File: src/rtl/csr_bus_arbiter.sv
// csr_bus_arbiter: shares the split-timing CSR bus (D addr / E read-modify-wdata / M rdata-valid) between two ports.
// Optional macro CSR_ARB_RR_EN selects round-robin arbitration instead of fixed priority with a starvation guard.
module csr_bus_arbiter #(
  parameter int unsigned MAX_WAIT = 4
) (
  input  logic        clk,
  input  logic        rst,
  input  logic        req0,
  input  logic [11:0] addr0,
  input  logic        read0,
  input  logic [2:0]  modify0,
  input  logic [31:0] wdata0,
  input  logic        req1,
  input  logic [11:0] addr1,
  input  logic        read1,
  input  logic [2:0]  modify1,
  input  logic [31:0] wdata1,
  output logic        gnt0,
  output logic        gnt1,
  output logic        rsp_valid0,
  output logic [31:0] rsp_rdata0,
  output logic        rsp_hit0,
  output logic        rsp_valid1,
  output logic [31:0] rsp_rdata1,
  output logic        rsp_hit1,
  output logic [11:0] bus_addr,
  output logic        bus_read,
  output logic [2:0]  bus_modify,
  output logic [31:0] bus_wdata,
  input  logic [31:0] bus_rdata,
  input  logic        bus_valid
);

`ifdef CSR_ARB_RR_EN
  logic ptr_q, ptr_d;

  always_comb begin
    gnt0  = 1'b0;
    gnt1  = 1'b0;
    ptr_d = ptr_q;
    if (!rst) begin
      if (req0 && req1) begin
        gnt0 = ~ptr_q;
        gnt1 = ptr_q;
      end else begin
        gnt0 = req0;
        gnt1 = req1;
      end
    end
    // Preference always moves to the port that did not just win.
    if (gnt0) begin
      ptr_d = 1'b1;
    end else if (gnt1) begin
      ptr_d = 1'b0;
    end
  end

  always_ff @(posedge clk) begin
    if (rst) begin
      ptr_q <= 1'b0;
    end else begin
      ptr_q <= ptr_d;
    end
  end
`else
  localparam logic [3:0] WAIT_LIMIT = 4'(MAX_WAIT);

  logic [3:0] wait1_q, wait1_d;

  always_comb begin
    gnt0    = 1'b0;
    gnt1    = 1'b0;
    wait1_d = wait1_q;
    if (!rst) begin
      if (req1 && (!req0 || (wait1_q == WAIT_LIMIT))) begin
        gnt1 = 1'b1;
      end else begin
        gnt0 = req0;
      end
    end
    if (!req1 || gnt1) begin
      wait1_d = '0;
    end else if (wait1_q < WAIT_LIMIT) begin
      wait1_d = wait1_q + 4'd1;
    end
  end

  always_ff @(posedge clk) begin
    if (rst) begin
      wait1_q <= '0;
    end else begin
      wait1_q <= wait1_d;
    end
  end
`endif

  logic        s1_valid_q, s1_valid_d;
  logic        s1_port_q, s1_port_d;
  logic        s1_read_q, s1_read_d;
  logic [2:0]  s1_modify_q, s1_modify_d;
  logic [31:0] s1_wdata_q, s1_wdata_d;
  logic        s2_valid_q, s2_valid_d;
  logic        s2_port_q, s2_port_d;

  always_comb begin
    bus_addr    = '0;
    s1_valid_d  = gnt0 | gnt1;
    s1_port_d   = gnt1;
    s1_read_d   = 1'b0;
    s1_modify_d = '0;
    s1_wdata_d  = '0;
    if (gnt1) begin
      bus_addr    = addr1;
      s1_read_d   = read1;
      s1_modify_d = modify1;
      s1_wdata_d  = wdata1;
    end else if (gnt0) begin
      bus_addr    = addr0;
      s1_read_d   = read0;
      s1_modify_d = modify0;
      s1_wdata_d  = wdata0;
    end
    s2_valid_d = s1_valid_q;
    s2_port_d  = s1_port_q;
  end

  always_ff @(posedge clk) begin
    if (rst) begin
      s1_valid_q  <= 1'b0;
      s1_port_q   <= 1'b0;
      s1_read_q   <= 1'b0;
      s1_modify_q <= '0;
      s1_wdata_q  <= '0;
      s2_valid_q  <= 1'b0;
      s2_port_q   <= 1'b0;
    end else begin
      s1_valid_q  <= s1_valid_d;
      s1_port_q   <= s1_port_d;
      s1_read_q   <= s1_read_d;
      s1_modify_q <= s1_modify_d;
      s1_wdata_q  <= s1_wdata_d;
      s2_valid_q  <= s2_valid_d;
      s2_port_q   <= s2_port_d;
    end
  end

  // Stage outputs are also gated by rst so a write whose E stage lands in the reset cycle never reaches a CSR.
  always_comb begin
    bus_read   = 1'b0;
    bus_modify = '0;
    bus_wdata  = '0;
    rsp_valid0 = 1'b0;
    rsp_valid1 = 1'b0;
    rsp_rdata0 = '0;
    rsp_rdata1 = '0;
    rsp_hit0   = 1'b0;
    rsp_hit1   = 1'b0;
    if (!rst && s1_valid_q) begin
      bus_read   = s1_read_q;
      bus_modify = s1_modify_q;
      bus_wdata  = s1_wdata_q;
    end
    if (!rst && s2_valid_q) begin
      if (s2_port_q) begin
        rsp_valid1 = 1'b1;
        rsp_rdata1 = bus_rdata;
        rsp_hit1   = bus_valid;
      end else begin
        rsp_valid0 = 1'b1;
        rsp_rdata0 = bus_rdata;
        rsp_hit0   = bus_valid;
      end
    end
  end

endmodule

File: config.mk
export PLATFORM = sky130hd
export DESIGN_NAME = csr_bus_arbiter
export DESIGN_NICKNAME = d
export VERILOG_FILES = /design/src/rtl/csr_bus_arbiter.sv
export SDC_FILE = /design/constraint.sdc
export NUM_CORES = 1
export LEC_CHECK = 0
export CORE_AREA = 4 4 94 96
export CTS_BUF_LIST = sky130_fd_sc_hd__clkbuf_16
export CTS_CLUSTER_DIAMETER = 150
export DETAILED_ROUTE_END_ITERATION = 10
export DIE_AREA = 0 0 98 100
export PLACE_DENSITY = 0.86
export SLEW_MARGIN = 20
export SYNTH_ARGS = -nofsm -noshare
export SYNTH_HDL_FRONTEND = slang
export SYNTH_SLANG_ARGS = --single-unit
File: constraint.sdc
create_clock -name clk -period 3.25 [get_ports clk]
set_input_delay 0.65 -clock clk [delete_from_list [all_inputs] [get_ports clk]]
set_output_delay 0.65 -clock clk [all_outputs]
set_load 0.02 [all_outputs]
==> flow_metrics.tcl, run 1 <==
set metrics [dict create \
    synth-edff-count 0 \
    slowest_stage "clkdlybuf4s50_1" \
    io_pins 251 \
    ys_seq_elements 44 \
    netlist_area_um2 2220 \
    htreeDepth 2 \
    drt_iter0_markers 43 \
    nNetsFinal 626 \
    core_area_um2 8050 \
    fin_crit_ns 3.11 \
    endpoint_kind "output port" \
    grt_max_degree 38 \
    period_share_pct 95.6 \
    fin_area_um2 5130 \
    outcome "completed" \
    synthFlopType "dfxtp_1" \
    dr_total_vias 2622 \
    dp_hpwl_um 8010 \
    clock.fmax_mhz 322 \
    worstSetupPathType "input pin to output port" \
    hold_start "s1_port_q$_SDFF_PP0_" \
    area_growth_syn_to_layout_pct 131 \
    setup.worst_path.start_class "input pin" \
    reg2reg_from "wait1_q[0]$_SDFFE_PP0N_" \
    ant_nets 0 \
    synthArstFlopShare_pct 0 \
    ys_seq_area_share_pct 39.8 \
    fin_tns_setup_ns 0 \
    antenna_found_initial 0 \
    cp.arrival_ns 2.46 \
    cpPeakStageDelay_ns 0.62 \
    timing.final.max_slew_violations 0 \
    wl_per_cell_um 15.8 \
    wl_um 9450 \
    final_cell_mix "clkdlybuf4s50_1, and2_1, a22o_1, dfxtp_1, dlymetal6s2s_1" \
    clk_pin_slew_ns 0.06 \
    vias_per_cell 4.39 \
    row_count 33 \
    place_area_um2 4930 \
    critPathMostFrequentCell "clkdlybuf4s50_1" \
    grt.total_usage_pct 17.9 \
    nFillCells 669 \
    cts_root_buffer "clkbuf_16" \
    hold-path-cell-count 1 \
    firstDrtPassIters 4 \
    port_buffers 250 \
    cts.sinks 44 \
    cts_buffer_depth 2 \
    crit_required_ns 2.60 \
    die_h_um 100 \
    gp_congestion 0.832 \
    r2r-end "s1_wdata_q[6]$_SDFF_PP0_" \
    ys_types 21 \
    numCtsBuffers 5 \
    r2r_slack_ns 1.58 \
    die_w_um 98 \
    cts_tree "yes" \
    diodes 0 \
    syn_area_per_cell_um2 9.19 \
    finalHoldViolations 0 \
    drive_gt1_share_pct 4.88 \
    drc 0 \
    hp-class "flip-flop to flip-flop" \
    rsz0062_at_grt "no" \
    relSlewSlack_pct 81.9 \
    grt_overflow 0 \
    critPathMaxFanout 37 \
    tightest_slew_ns 0.270 \
    vdd_drop_max_v 0.000240 \
    power_density_nw_per_um2 291 \
    finalSetupViolations 0 \
    start_util_pct 27.5 \
    insertion_delay_ns 0.27 \
    yosys_warnings 0 \
    die-area_um2 9800 \
    layout_commonest_cell "clkdlybuf4s50_1" \
    syn-instance-count 241 \
    reg2regPathDepth 7 \
    maxCapViolations 0 \
    grt_pass1_vias 2650 \
    p_leak_nw 2.18 \
    holdPathEnd "s2_port_q$_SDFF_PP0_" \
    syn-num-nets 376 \
    grt_pass1_wl_um 14000 \
    path_cells "clkdlybuf4s50_1 -> buf_4 -> nor2b_2 -> buf_12 -> and2_1 -> clkdlybuf4s50_1" \
    skew_ns 0.00390 \
]
## stage by stage
stage	total power, W	hold slack [ns]	cells	util (%)	setup slack [ns]
finish	0.00149	0.442	597	63.7	0.143
CTS	0.00151	0.447	597	63.3	0.0238
detailed placement	0.000960	0.433	589	61.3	0.0389
global route	0.00155	0.468	597	63.7	0.0497
global placement	0.000951	0.415	589	61.3	0.0839
floorplan	0.000701	0.414	241	-	1.02
## where the power goes
group / total, W / internal [W] / switching [W]
Sequential: 0.000575 / 0.000569 / 0.00000611
Clock: 0.000550 / 0.000358 / 0.000192
Combinational: 0.000367 / 0.000239 / 0.000128
Total: 0.00149 / 0.00117 / 0.000326
## sequential cells by signal, summed over array words and instances (netlist names)
register     flops
s2_port_q        1
s1_read_q        1
s1_valid_q       1
wait1_q          4
s1_modify_q      3
s2_valid_q       1
s1_port_q        1
s1_wdata_q      32
## critical path: cells and delay by family
kind | cells | cell delay (ns)
and+or+nand+nor | 2 | 0.30
buffers and inverters | 4 | 1.50
## worst max-delay path by stage
stage	cells after the start	slack [ns]	to	start
after global placement	6	0.08	bus_addr[8]	rst
after global routing	5	0.05	rsp_rdata0[15]	rst
after floorplan	3	1.02	rsp_rdata0[22]	rst
after detailed placement	6	0.04	bus_addr[5]	rst
after CTS	6	0.02	bus_addr[5]	rst
final	6	0.14	bus_wdata[17]	rst
## synthesized netlist by cell type (2+ instances only)
| cell type | count | area share, % |
|---|---|---|
| nand2b_1 | 2 | 0.56 |
| nor2b_1 | 2 | 0.56 |
| buf_2 | 6 | 1.4 |
| and2_1 | 102 | 29 |
| a21oi_1 | 3 | 0.68 |
| ha_1 | 2 | 1.1 |
| a22o_1 | 48 | 19 |
| buf_4 | 4 | 1.4 |
| clkbuf_1 | 10 | 1.7 |
| dfxtp_1 | 44 | 40 |
| nor2_1 | 6 | 1.0 |
| inv_1 | 3 | 0.51 |
## area by class of cell
class	instances	area, µm²	area share, %
Clock inverter	3	38.8	0.756
Timing Repair Buffer	263	2690	52.5
Tap cell	105	131	2.56
Clock buffer	5	125	2.44
Sequential cell	44	881	17.2
Inverter	3	11.3	0.220
Multi-Input combinational cell	174	1250	24.3
## layer usage
layer	GRT usage [%]	wire, µm
met5	0	0
met3	4.24	601
met2	34.9	5180
met1	19.4	3440
met4	4.26	226
## cells by family (layout without fill, tap and decap cells)
group | count (synthesis) | after routing | synth area share, %
adder cells (fa/ha/maj) | 2 | 2 | 1.13
AO/OA/AOI/OAI | 54 | 54 | 21.0
buffers and inverters | 23 | 274 | 4.91
flip-flops | 44 | 44 | 39.8
AND/OR/NAND/NOR | 117 | 117 | 32.8
XOR/XNOR | 1 | 1 | 0.395
## timing repair
item | CTS | global route
setup endpoints to repair | 0 | 12
hold buffers | 0 | 0
hold endpoints to repair | 0 | 0
gates resized for setup | 0 | 12
setup buffers | 0 | 0
Note: power is estimated with default switching activity, not from simulation.
==> run 2, diff against run 1 <==
--- a/config.mk
+++ b/config.mk
@@ -10,7 +10,9 @@
 export CTS_CLUSTER_DIAMETER = 150
 export DETAILED_ROUTE_END_ITERATION = 10
 export DIE_AREA = 0 0 98 100
+export GPL_TIMING_DRIVEN = 1
 export PLACE_DENSITY = 0.86
+export SKIP_CTS_REPAIR_TIMING = 1
 export SLEW_MARGIN = 20
 export SYNTH_ARGS = -nofsm -noshare
 export SYNTH_HDL_FRONTEND = slang
==> constraint.sdc (replaced) <==
create_clock -name clk -period 3.68 [get_ports clk]
set_input_delay 0.736 -clock clk [delete_from_list [all_inputs] [get_ports clk]]
set_output_delay 0.736 -clock clk [all_outputs]
set_load 0.02 [all_outputs]
==> flow_metrics.tcl, run 2 (synthesis results as in run 1) <==
set metrics [dict create \
    layout_commonest_cell "clkdlybuf4s50_1" \
    cts_buffer_depth 2 \
    maxCapViolations 0 \
    hold_start "s1_port_q$_SDFF_PP0_" \
    outcome "completed" \
    vdd_drop_max_v 0.000169 \
    drive_gt1_share_pct 4.89 \
    diodes 0 \
    skew_ns 0.00340 \
    timing.final.max_slew_violations 0 \
    port_buffers 250 \
    setup.worst_path.start_class "input pin" \
    power_density_nw_per_um2 264 \
    wl_um 9590 \
    ant_nets 0 \
    relSlewSlack_pct 64.5 \
    biggestRegsByFlops "s1_wdata_q x32, wait1_q x4, s1_modify_q x3" \
    dpl_worst_slack_ns 0.231 \
    crit_path_start "rst" \
    wl_per_cell_um 16.1 \
    start_util_pct 27.5 \
    core_area_um2 8050 \
    cts_root_buffer "clkbuf_16" \
    p_leak_nw 1.98 \
    firstDrtPassIters 4 \
    tightest_slew_ns 0.530 \
    dp_hpwl_um 8130 \
    row_count 33 \
    drc 0 \
    drt_iter0_markers 86 \
    nFillCells 679 \
    grt_max_degree 38 \
    cpPeakStageDelay_ns 0.61 \
    grt_overflow 0 \
    crit_required_ns 2.94 \
    dr_total_vias 2641 \
    nNetsFinal 625 \
    grt_pass1_wl_um 14000 \
    grt.total_usage_pct 18.0 \
    reg2reg_from "wait1_q[0]$_SDFFE_PP0N_" \
    largest_reg_flops 32 \
    grt_pass1_vias 2669 \
    clock.fmax_mhz 293 \
    period_share_pct 92.8 \
    io_pins 251 \
    final_cell_mix "clkdlybuf4s50_1, and2_1, a22o_1, dfxtp_1, buf_4" \
    die-area_um2 9800 \
    finalHoldViolations 0 \
    slowest_stage "clkdlybuf4s50_1" \
    fin_crit_ns 3.42 \
    die_h_um 100 \
    multi_input_area_um2 1250 \
    htreeDepth 2 \
    area_growth_syn_to_layout_pct 128 \
    timing.final.ws_setup_ns 0.265 \
    vias_per_cell 4.43 \
    worstSetupPathType "input pin to output port" \
    path_cells "clkdlybuf4s50_1 -> nand2b_1 -> a41oi_4 -> a22o_1 -> clkdlybuf4s50_1" \
    die_w_um 98 \
    gp_congestion 0.807 \
    seq_area_um2 881 \
    cp.arrival_ns 2.68 \
    rsz0062_at_grt "no" \
    critPathMostFrequentCell "clkdlybuf4s50_1" \
    insertion_delay_ns 0.28 \
    cts_tree "yes" \
    finalSetupViolations 0 \
    fin_tns_setup_ns 0 \
    critPathMaxFanout 16 \
    cts.sinks 44 \
    clk_pin_slew_ns 0.06 \
    largest-register "s1_wdata_q" \
    antenna_found_initial 0 \
    hp-class "flip-flop to flip-flop" \
    numCtsBuffers 5 \
    endpoint_kind "output port" \
]
==> run 2: area by class of cell <==
cell class              instances  share of cell area [%]
flip-flops and latches         44                    17.4
multi-input cells             174                    24.7
well taps                     105                    2.60
clock buffers                   5                    2.47
repair buffers                262                    51.7
clock inverters                 3                   0.915
inverters                       3                   0.223
==> run 2: worst max-delay path, delay by kind of cell <==
| kind | cells | cell delay [ns] |
|---|---|---|
| AO/OA/AOI/OAI | 2 | 0.68 |
| buffers and inverters | 2 | 1.06 |
| AND/OR/NAND/NOR | 1 | 0.20 |
==> run 2: final timing paths <==
| check | depth (start not counted) | to | slack, ns |
|---|---|---|---|
| worst max-delay path | 5 | bus_addr[5] | 0.26 |
| worst min-delay path | 1 | s2_port_q$_SDFF_PP0_ | 0.44 |
| worst max register to register | 6 | s1_wdata_q[28]$_SDFF_PP0_ | 1.92 |
| worst min register to register | 1 | s2_port_q$_SDFF_PP0_ | 0.44 |
==> run 2: per-layer routing <==
metal  wire length, µm  track usage (%)  vias up
met5                 0                0        -
met2              5400             36.0      119
met4               159             4.47        0
met3               585             4.17       12
li1                  -                -     1313
met1              3440             18.8     1197
==> run 2: metrics by stage <==
stage | power [W] | area, µm² | cells | util, % | hold WS, ns
2_1_floorplan | 0.000619 | 2220 | 241 | - | 0.414
6_report | 0.00134 | 5060 | 596 | 62.8 | 0.438
3_5_place_dp | 0.000843 | 4890 | 588 | 60.7 | 0.430
4_1_cts | 0.00136 | 5060 | 596 | 62.8 | 0.445
5_1_grt | 0.00139 | 5060 | 596 | 62.8 | 0.466
3_3_place_gp | 0.000835 | 4890 | 588 | 60.7 | 0.418
==> run 2: power by group <==
part | leakage (nW) | internal (W) | total [W] | switching, W
clock | 0.0804 | 0.000322 | 0.000508 | 0.000185
sequential | 0.363 | 0.000503 | 0.000508 | 0.00000545
combinational | 1.54 | 0.000209 | 0.000322 | 0.000113
total | 1.98 | 0.00103 | 0.00134 | 0.000304
